File: src/rtl/stream_pkg.sv
// Shared constants and width helpers for the stream_merge fan-in.
package stream_pkg;

    localparam logic RST_ACTIVE = 1'b0;

    function automatic int clog2(input int n);
        int r;
        r = 0;
        while ((1 << r) < n) r++;
        return r;
    endfunction

    // Channel-index width; never narrower than one bit.
    function automatic int chan_w(input int n);
        return (n < 2) ? 1 : clog2(n);
    endfunction

endpackage

File: src/rtl/stream_fifo.sv
// Per-channel FIFO with a registered write-ready derived from the next count.
module stream_fifo
    import stream_pkg::*;
#(
    parameter int WIDTH = 32,
    parameter int DEPTH = 4
) (
    input  logic             clk,
    input  logic             rst,
    input  logic [WIDTH-1:0] wr_data,
    input  logic             wr_stb,
    output logic             wr_ack,
    output logic [WIDTH-1:0] rd_data,
    input  logic             rd_en,
    output logic             empty,
    output logic             full
);

    localparam int AW = clog2(DEPTH);
    localparam logic [AW:0] FULL_CNT = (AW + 1)'(DEPTH);

    logic [WIDTH-1:0] mem [DEPTH];
    logic [AW-1:0]    wr_ptr, rd_ptr;
    logic [AW:0]      count, count_nxt;
    logic             wr, rd;

    // A write needs the registered ready, so a full FIFO refuses even when it is read this cycle.
    assign wr      = wr_stb && wr_ack;
    assign rd      = rd_en && !empty;
    assign empty   = (count == '0);
    assign full    = (count == FULL_CNT);
    assign rd_data = mem[rd_ptr];

    always_comb begin
        count_nxt = count;
        case ({wr, rd})
            2'b10:   count_nxt = count + 1'b1;
            2'b01:   count_nxt = count - 1'b1;
            default: count_nxt = count;
        endcase
    end

    always_ff @(posedge clk) begin
        if (wr) mem[wr_ptr] <= wr_data;
    end

    always_ff @(posedge clk) begin
        if (rst == RST_ACTIVE) begin
            wr_ptr <= '0;
            rd_ptr <= '0;
            count  <= '0;
            wr_ack <= 1'b0;
        end else begin
            if (wr) wr_ptr <= wr_ptr + 1'b1;
            if (rd) rd_ptr <= rd_ptr + 1'b1;
            count  <= count_nxt;
            wr_ack <= (count_nxt != FULL_CNT);
        end
    end

endmodule

File: src/rtl/stream_merge.sv
// N-to-1 buffered stream merger with round-robin arbitration and sticky exception.
// STREAM_MERGE_TAG_EN: prepend the granted channel index to output_data.
module stream_merge
    import stream_pkg::*;
#(
    parameter int CHANNELS = 4,
    parameter int WIDTH    = 32,
    parameter int DEPTH    = 4
) (
    input  logic                      clk,
    input  logic                      rst,
    input  logic [CHANNELS*WIDTH-1:0] input_data,
    input  logic [CHANNELS-1:0]       input_stb,
    output logic [CHANNELS-1:0]       input_ack,
`ifdef STREAM_MERGE_TAG_EN
    output logic [WIDTH+chan_w(CHANNELS)-1:0] output_data,
`else
    output logic [WIDTH-1:0]          output_data,
`endif
    output logic                      output_stb,
    input  logic                      output_ack,
    input  logic [CHANNELS-1:0]       exception_in,
    output logic                      exception
);

    localparam int CW = chan_w(CHANNELS);

    logic [CHANNELS-1:0][WIDTH-1:0] fifo_data;
    logic [CHANNELS-1:0]            empty, full, ready, rd_en;
    logic [CW-1:0]                  last_grant, grant;
    logic                           grant_valid, load;
    logic [CW:0]                    cand;

    for (genvar i = 0; i < CHANNELS; i++) begin : g_ch
        stream_fifo #(.WIDTH(WIDTH), .DEPTH(DEPTH)) u_fifo (
            .clk     (clk),
            .rst     (rst),
            .wr_data (input_data[i*WIDTH +: WIDTH]),
            .wr_stb  (input_stb[i]),
            .wr_ack  (ready[i]),
            .rd_data (fifo_data[i]),
            .rd_en   (rd_en[i]),
            .empty   (empty[i]),
            .full    (full[i])
        );
        assign input_ack[i] = ready[i] && !full[i];
    end

    assign load = !output_stb || output_ack;

    // Search from last_grant+1 with wrap; first non-empty channel wins.
    always_comb begin
        grant_valid = 1'b0;
        grant       = '0;
        cand        = '0;
        for (int off = 1; off <= CHANNELS; off++) begin
            cand = {1'b0, last_grant} + (CW + 1)'(off);
            if (cand >= (CW + 1)'(CHANNELS)) cand = cand - (CW + 1)'(CHANNELS);
            if (!grant_valid && !empty[cand[CW-1:0]]) begin
                grant_valid = 1'b1;
                grant       = cand[CW-1:0];
            end
        end
    end

    always_comb begin
        rd_en = '0;
        if (load && grant_valid) rd_en[grant] = 1'b1;
    end

    always_ff @(posedge clk) begin
        if (rst == RST_ACTIVE) begin
            output_stb  <= 1'b0;
            output_data <= '0;
            last_grant  <= CW'(CHANNELS - 1);
        end else if (load) begin
            output_stb <= grant_valid;
            if (grant_valid) begin
`ifdef STREAM_MERGE_TAG_EN
                output_data <= {grant, fifo_data[grant]};
`else
                output_data <= fifo_data[grant];
`endif
                last_grant  <= grant;
            end
        end
    end

    always_ff @(posedge clk) begin
        if (rst == RST_ACTIVE) exception <= 1'b0;
        else                   exception <= exception | (|exception_in);
    end

endmodule

File: config.mk
export PLATFORM = sky130hd
export DESIGN_NAME = stream_merge
export DESIGN_NICKNAME = d
export VERILOG_FILES = /design/src/rtl/stream_pkg.sv /design/src/rtl/stream_fifo.sv /design/src/rtl/stream_merge.sv
export SDC_FILE = /design/constraint.sdc
export NUM_CORES = 1
export LEC_CHECK = 0
export BUFFER_PORTS_ARGS = -buffer_cell sky130_fd_sc_hd__buf_2
export CAP_MARGIN = 15
export CORE_AREA = 4 4 289 178
export DETAILED_ROUTE_END_ITERATION = 8
export DIE_AREA = 0 0 293 182
export GPL_ROUTABILITY_DRIVEN = 0
export PLACE_DENSITY_LB_ADDON = 0.1
export SLEW_MARGIN = 25
export SYNTH_ARGS = -nofsm -noshare
export SYNTH_HDL_FRONTEND = slang
export SYNTH_SLANG_ARGS = --single-unit
File: constraint.sdc
create_clock -name clk -period 7.9 [get_ports clk]
set_clock_uncertainty 0.15 [all_clocks]
set_input_delay 1.58 -clock clk [delete_from_list [all_inputs] [get_ports clk]]
set_output_delay 1.58 -clock clk [all_outputs]
set_load 0.1 [all_outputs]
Yosys cells after proc, flatten, opt, wreduce, memory -nomap -nowiden
Memories as Yosys holds them, arrays and structs flattened. A register that Yosys moved wholly into a read port is not among the register bits. Index checks and enable logic that the tools add are counted.

Output and inout port bits: 38. Memories: 4. Memory bits (writable): 512. Input port bits: 139. Register bits: 68.

Reduce and logical (&&, ||, !) cells: 38. Mux-type cells: 45. Bitwise operators: 1. Magnitude comparators: 10. Eq/ne operators: 16. $add $sub $neg: 24.

Memories: g_ch[0].u_fifo.mem (depth 4, width 32, read ports 1, clocked after Yosys merged registers in 1, write ports 1, line stream_fifo.sv:22) `logic [WIDTH-1:0] mem [DEPTH];`; g_ch[1].u_fifo.mem (depth 4, width 32, read ports 1, clocked after Yosys merged registers in 1, write ports 1, line stream_fifo.sv:22); g_ch[2].u_fifo.mem (depth 4, width 32, read ports 1, clocked after Yosys merged registers in 1, write ports 1, line stream_fifo.sv:22); g_ch[3].u_fifo.mem (depth 4, width 32, read ports 1, clocked after Yosys merged registers in 1, write ports 1, line stream_fifo.sv:22).

Operators by type and width (count): binary-select mux 32 bit (select 2 bit) (1); 2-to-1 mux 2 bit (16); 2-to-1 mux 32 bit (1); case mux 3 bit (2 select lines) (4); logical AND 1 bit (17); 2-to-1 mux 1 bit (17); adder 2 x 1 -> 2 bit (second input constant) (8); < comparator 2 x 3 -> 1 bit (second input constant) (5); zero test 1 bit (14); adder 3 x 1 -> 3 bit (second input constant) (4); == test 3 bit (second input constant) (4); greater-or-equal comparator 3 bit (second input constant) (4); zero test 3 bit (4); inequality test 3 bit (second input constant) (4); subtractor 3 x 1 -> 3 bit (second input constant) (4); binary-select mux 1 bit (select 2 bit) (4); == test 2 x 1 -> 1 bit (second input constant) (4); == test 2 bit (second input constant) (4); subtractor 2 x 1 -> 2 bit (second input constant) (4); adder 2 x 2 -> 3 bit (second input constant) (2); 2-to-1 mux 4 bit (1); OR reduction 4 bit (1); adder 2 x 1 -> 3 bit (second input constant) (1); adder 2 x 3 -> 3 bit (second input constant) (1); 5 further kinds (5).

Longest topological paths before layout
Word-level depth: 23. Depth in mapped cells: 14. Depth with buffers taken out: 12.

Modules after synthesis
From an unflattened synthesis, not the netlist that was laid out.

Cell total of the unflattened synthesis: 1169. Area, all modules: 23488.8 um^2.

Modules (own cells, without submodules): stream_fifo (cells an instance 226, instances 4, area an instance 5200.0 um^2, sequential area each 4043.9 um^2); stream_merge (cells an instance 265, instances 1, area an instance 2688.8 um^2, sequential area each 720.7 um^2).

Worst setup path before layout
OpenSTA, ideal clock, no wires.

Kind: reg-to-output. Start point: register g_ch[2].u_fifo.count[0]. End point: output port input_ack[2]. Path slack: 3.474 ns. Cell stages (with the launch flop): 3. Arrival time: 2.696 ns. Path buffers: 0. Required time: 6.170 ns. Cells stage by stage: dfxtp_1 > nor2_1 > a21boi_0.

Cells in the longest elaborated chain, start to end: 3.

RTL lines: from (decl) (line stream_fifo.sv:24) `logic [AW:0] count, count_nxt;`; from (signal assigned) (line stream_fifo.sv:56) `count <= count_nxt;`; == test 3 bit (line stream_fifo.sv:31) `assign full = (count == FULL_CNT);`; zero test 1 bit (line stream_merge.sv:46) `assign input_ack[i] = ready[i] && !full[i];`; logical AND 1 bit (line stream_merge.sv:46); to (decl) (line stream_merge.sv:14) `output logic [CHANNELS-1:0] input_ack,`.

Every way passes these cells.

Worst setup path after layout
Start point: input port output_ack. End point: register g_ch[3].u_fifo.wr_ack.

Cells in the longest elaborated chain, start to end: 7.

RTL lines: from (decl) (line stream_merge.sv:21) `input logic output_ack,`; logical OR 1 bit (*) (line stream_merge.sv:49) `assign load = !output_stb || output_ack;`; logical AND 1 bit (*) (line stream_merge.sv:68) `if (load && grant_valid) rd_en[grant] = 1'b1;`; 2-to-1 mux 4 bit (*) (line stream_merge.sv:68); logical AND 1 bit (*) (line stream_fifo.sv:29) `assign rd = rd_en && !empty;`; == test 2 x 1 -> 1 bit / == test 2 bit (equally long branches) (line stream_fifo.sv:36) `case ({wr, rd})`; case mux 3 bit (2 select lines) (*) (line stream_fifo.sv:36); inequality test 3 bit (*) (line stream_fifo.sv:57) `wr_ack <= (count_nxt != FULL_CNT);`; to (signal assigned) (line stream_fifo.sv:57); to (decl) (line stream_fifo.sv:12) `output logic wr_ack,`.

Every way passes the cells marked *; elsewhere a longest branch is shown, timed or not. A chain may end at the register's enable or synchronous reset.

==> flow_summary_export.csv <==
group,metric,value,unit
die,dieArea,53330,um2
worst_setup_path,cp.arrival,4.26,ns
detailed_routing,drt_first_pass_iters,7,
cts,htreeDepth,2,
cts,post_cts_resized,0,
detailed_routing,route.detailed.drc,0,
power_and_ir_drop,power.density,354.6,nW/um2
die,start_util,46.44,%
outcome,status,"completed",
yosys,ys_warn_count,0,
yosys,syn_area_per_cell,20.11,um2
worst_hold_path,min-delay-start,"g_ch[1].u_fifo.rd_ptr[1]",
die,die_x,293,um
worst_hold_path,hold_depth,2,
power_and_ir_drop,power.total,9.202,mW
detailed_routing,vias,11060,
die,rows,63,
die,core-area,48790,um2
cts,clk_pin_slew,0.07,ns
cts,clock_latency,0.58,ns
cells_and_area,layout-drive-gt1-share,31.44,%
detailed_routing,postRouteAntennaNets,0,
detailed_routing,wl_per_cell,24.66,um
worst_setup_path,path_common_cell,"nor2_1",
cts,tritoncts,"done",
yosys,syn-num-nets,1290,
yosys,synth_top_cell_area_share,67.84,%
worst_setup_path,worst_path_max_delay_cell,"nand3_1",
yosys,ys_ff_latch,588,
cells_and_area,finalNetCount,1490,
worst_setup_path,cp.depth,12,
global_routing,antenna_found_initial,6,
global_routing,grt_usage,18.83,%
cts,tritoncts.num_buffers,53,
placement,portBuffers,176,
timing,worst_slew_pin_slew,1.004,ns
worst_setup_path,r2r_slack,4.22,ns
timing,hold_viol_final,0,
global_routing,grt_max_degree,47,
yosys,synth_area,22660,um2
timing,relSlewSlack,33.04,%
timing,fin_crit,3.942,ns
global_routing,grt_overflow,0,
detailed_routing,via_per_inst,5.470,
yosys,synthDistinctLibCells,47,
timing,fin_tns_setup,0,ns
yosys,synth_area_leaders,"edfxtp_1, mux4_2, dfxtp_1, mux2i_1, ha_1",
yosys,synth_async_sr_flop_share,0,%
worst_setup_path,criticalPathCategory,"input pin to flop",
worst_hold_path,hold_path_end,"g_ch[1].u_fifo.rd_ptr[1]",
worst_setup_path,path_cells,"buf_2 > nor2b_1 > a41oi_4 > nand3_1 > nor2_1 > ha_1 > inv_1 > fa_1 > xor2_1 > nor2_1 > xnor2_1 > o21a_1",
yosys,synth_seq_area_share,74.56,%
yosys,yosys-top-cells-count,"edfxtp_1, mux4_2, dfxtp_1, mux2i_1, inv_1",
yosys,synth_edf_count,512,
worst_setup_path,worst_r2r_endpoint,"g_ch[3].u_fifo.wr_ack",
yosys,synthFlopType,"edfxtp_1",
power_and_ir_drop,leakage,8.854,nW
cts,clock_path_buffers,3,
worst_setup_path,required,8.22,ns
global_routing,grt_pass1_vias,11380,
cts,clock_sinks,588,
worst_setup_path,max_stage_delay,0.61,ns
cts,root_buffer,"clkbuf_16",
worst_setup_path,critPathMaxFanout,18,
timing,clock.fmax,253.7,MHz
worst_setup_path,crit_path_start_kind,"input pin",
cells_and_area,syn2layout_area_growth,14.53,%
detailed_routing,routed_wl,49860,um
worst_setup_path,crit_family,"simple AND/OR/NAND/NOR gates",
global_routing,grt_pass1_wl,74710,um
cts,cts_post_setup_buffers_inserted,0,
placement,dp.final_hpwl,31580,um
yosys,synth_most_common_cell,"edfxtp_1",
worst_setup_path,cp.buffers_inverters,2,
worst_hold_path,hold_class,"flop to flop",
yosys,netlist.top_cell.by_area,"edfxtp_1",
timing,slew_violations,0,
worst_setup_path,r2r_cells,11,
worst_setup_path,r2r_start,"g_ch[1].u_fifo.count[0]",
job,drv_cap,0,
timing,finalCritPeriodShare,49.90,%
timing,rsz0062_at_grt,"false",
yosys,syn_inst,1127,
power_and_ir_drop,vdd_drop_max,0.2366,mV
timing,setup_viol,0,
cts,hold_buffers,0,
worst_setup_path,crit_path_end_kind,"flop",
die,die_y,182,um
detailed_routing,drt-initial-drc-count,809,
die,io_pins,177,
-- how the worst max path moves through the flow --
stage	start	end
2_1_floorplan	g_ch[2].u_fifo.count[0]	input_ack[2]
3_3_place_gp	output_ack	g_ch[3].u_fifo.wr_ack
3_5_place_dp	output_ack	g_ch[3].u_fifo.wr_ack
4_1_cts	output_ack	g_ch[2].u_fifo.wr_ack
5_1_grt	output_ack	g_ch[3].u_fifo.wr_ack
6_report	output_ack	g_ch[3].u_fifo.wr_ack
-- metal layers --
metal / track usage (%) / vias to the layer above / wire (um)
met2: 30.14 / 242 / 24020
met4: 3.833 / 10 / 787
li1: - / 5022 / -
met3: 3.619 / 62 / 2324
met1: 27.34 / 5724 / 22670
met5: 0 / - / 67
-- tightest hold or removal path: cells and delay by family (launching register included) --
kind	cells	cell delay, ns
flops	1	0.31
simple gates	1	0.05
mux	1	0.07
-- cells in the final DEF, fill, tap and decap left out, types with 8 or more instances in the layout --
master / n
xor2_1: 9
a211oi_1: 14
a21oi_1: 22
mux4_2: 128
nor2_1: 31
buf_4: 23
mux2i_1: 59
ha_1: 20
edfxtp_1: 512
clkinv_2: 14
a31oi_1: 8
clkinv_1: 12
o221ai_1: 24
buf_2: 176
o21ai_0: 14
clkbuf_16: 54
nand3_1: 32
dfxtp_1: 72
nand2_1: 15
inv_1: 34
and3_1: 14
-- stage by stage --
step	area [um2]	hold WS, ns	worst slack [ns]	std cells	util [%]
after floorplan	22660	0.2989	3.474	1127	-
after global placement	24280	0.3102	3.462	1922	49.76
after detailed placement	24280	0.3225	3.375	1922	49.76
after CTS	25950	0.3273	3.992	2021	53.18
after global routing	25950	0.3483	3.673	2022	53.19
final	25950	0.3268	3.958	2022	53.19
-- sequential cells by signal, indices dropped and copies added, names as in the netlist, named ones only --
register / flops
g_ch.u_fifo.mem: 512
output_data: 32
g_ch.u_fifo.count: 12
g_ch.u_fifo.rd_ptr: 8
g_ch.u_fifo.wr_ptr: 8
g_ch.u_fifo.wr_ack: 4
last_grant: 2
exception: 1
output_stb: 1
-- where the power goes --
| part | switching [mW] | internal, mW | total, mW | leakage (nW) |
|---|---|---|---|---|
| Clock | 1.11 | 1.36 | 2.48 | 0.834 |
| Combinational | 1.92 | 0.984 | 2.90 | 2.74 |
| Sequential | 0.140 | 3.68 | 3.82 | 5.28 |
-- kinds of logic after synthesis --
family / after synthesis / synth area share (%)
XOR/XNOR: 16 / 0.6184
adder cells (fa/ha/maj): 24 / 1.458
buffers and inverters: 89 / 1.745
flip-flops: 588 / 74.56
AND/OR/NAND/NOR: 122 / 2.832
AO/OA/AOI/OAI: 100 / 3.412
multiplexers: 188 / 15.38
-- cell type report --
class | count | area [um2]
fillers | 3848 | 22840
repair buffers | 199 | 1054
flip-flops and latches | 588 | 16900
clock buffers | 68 | 1448
diodes | 1 | 2.502
clock inverters | 31 | 219.0
multi-input cells | 450 | 5385
well taps | 650 | 813.3
inverters | 35 | 131.4
Power figures use the tool's default switching activity.
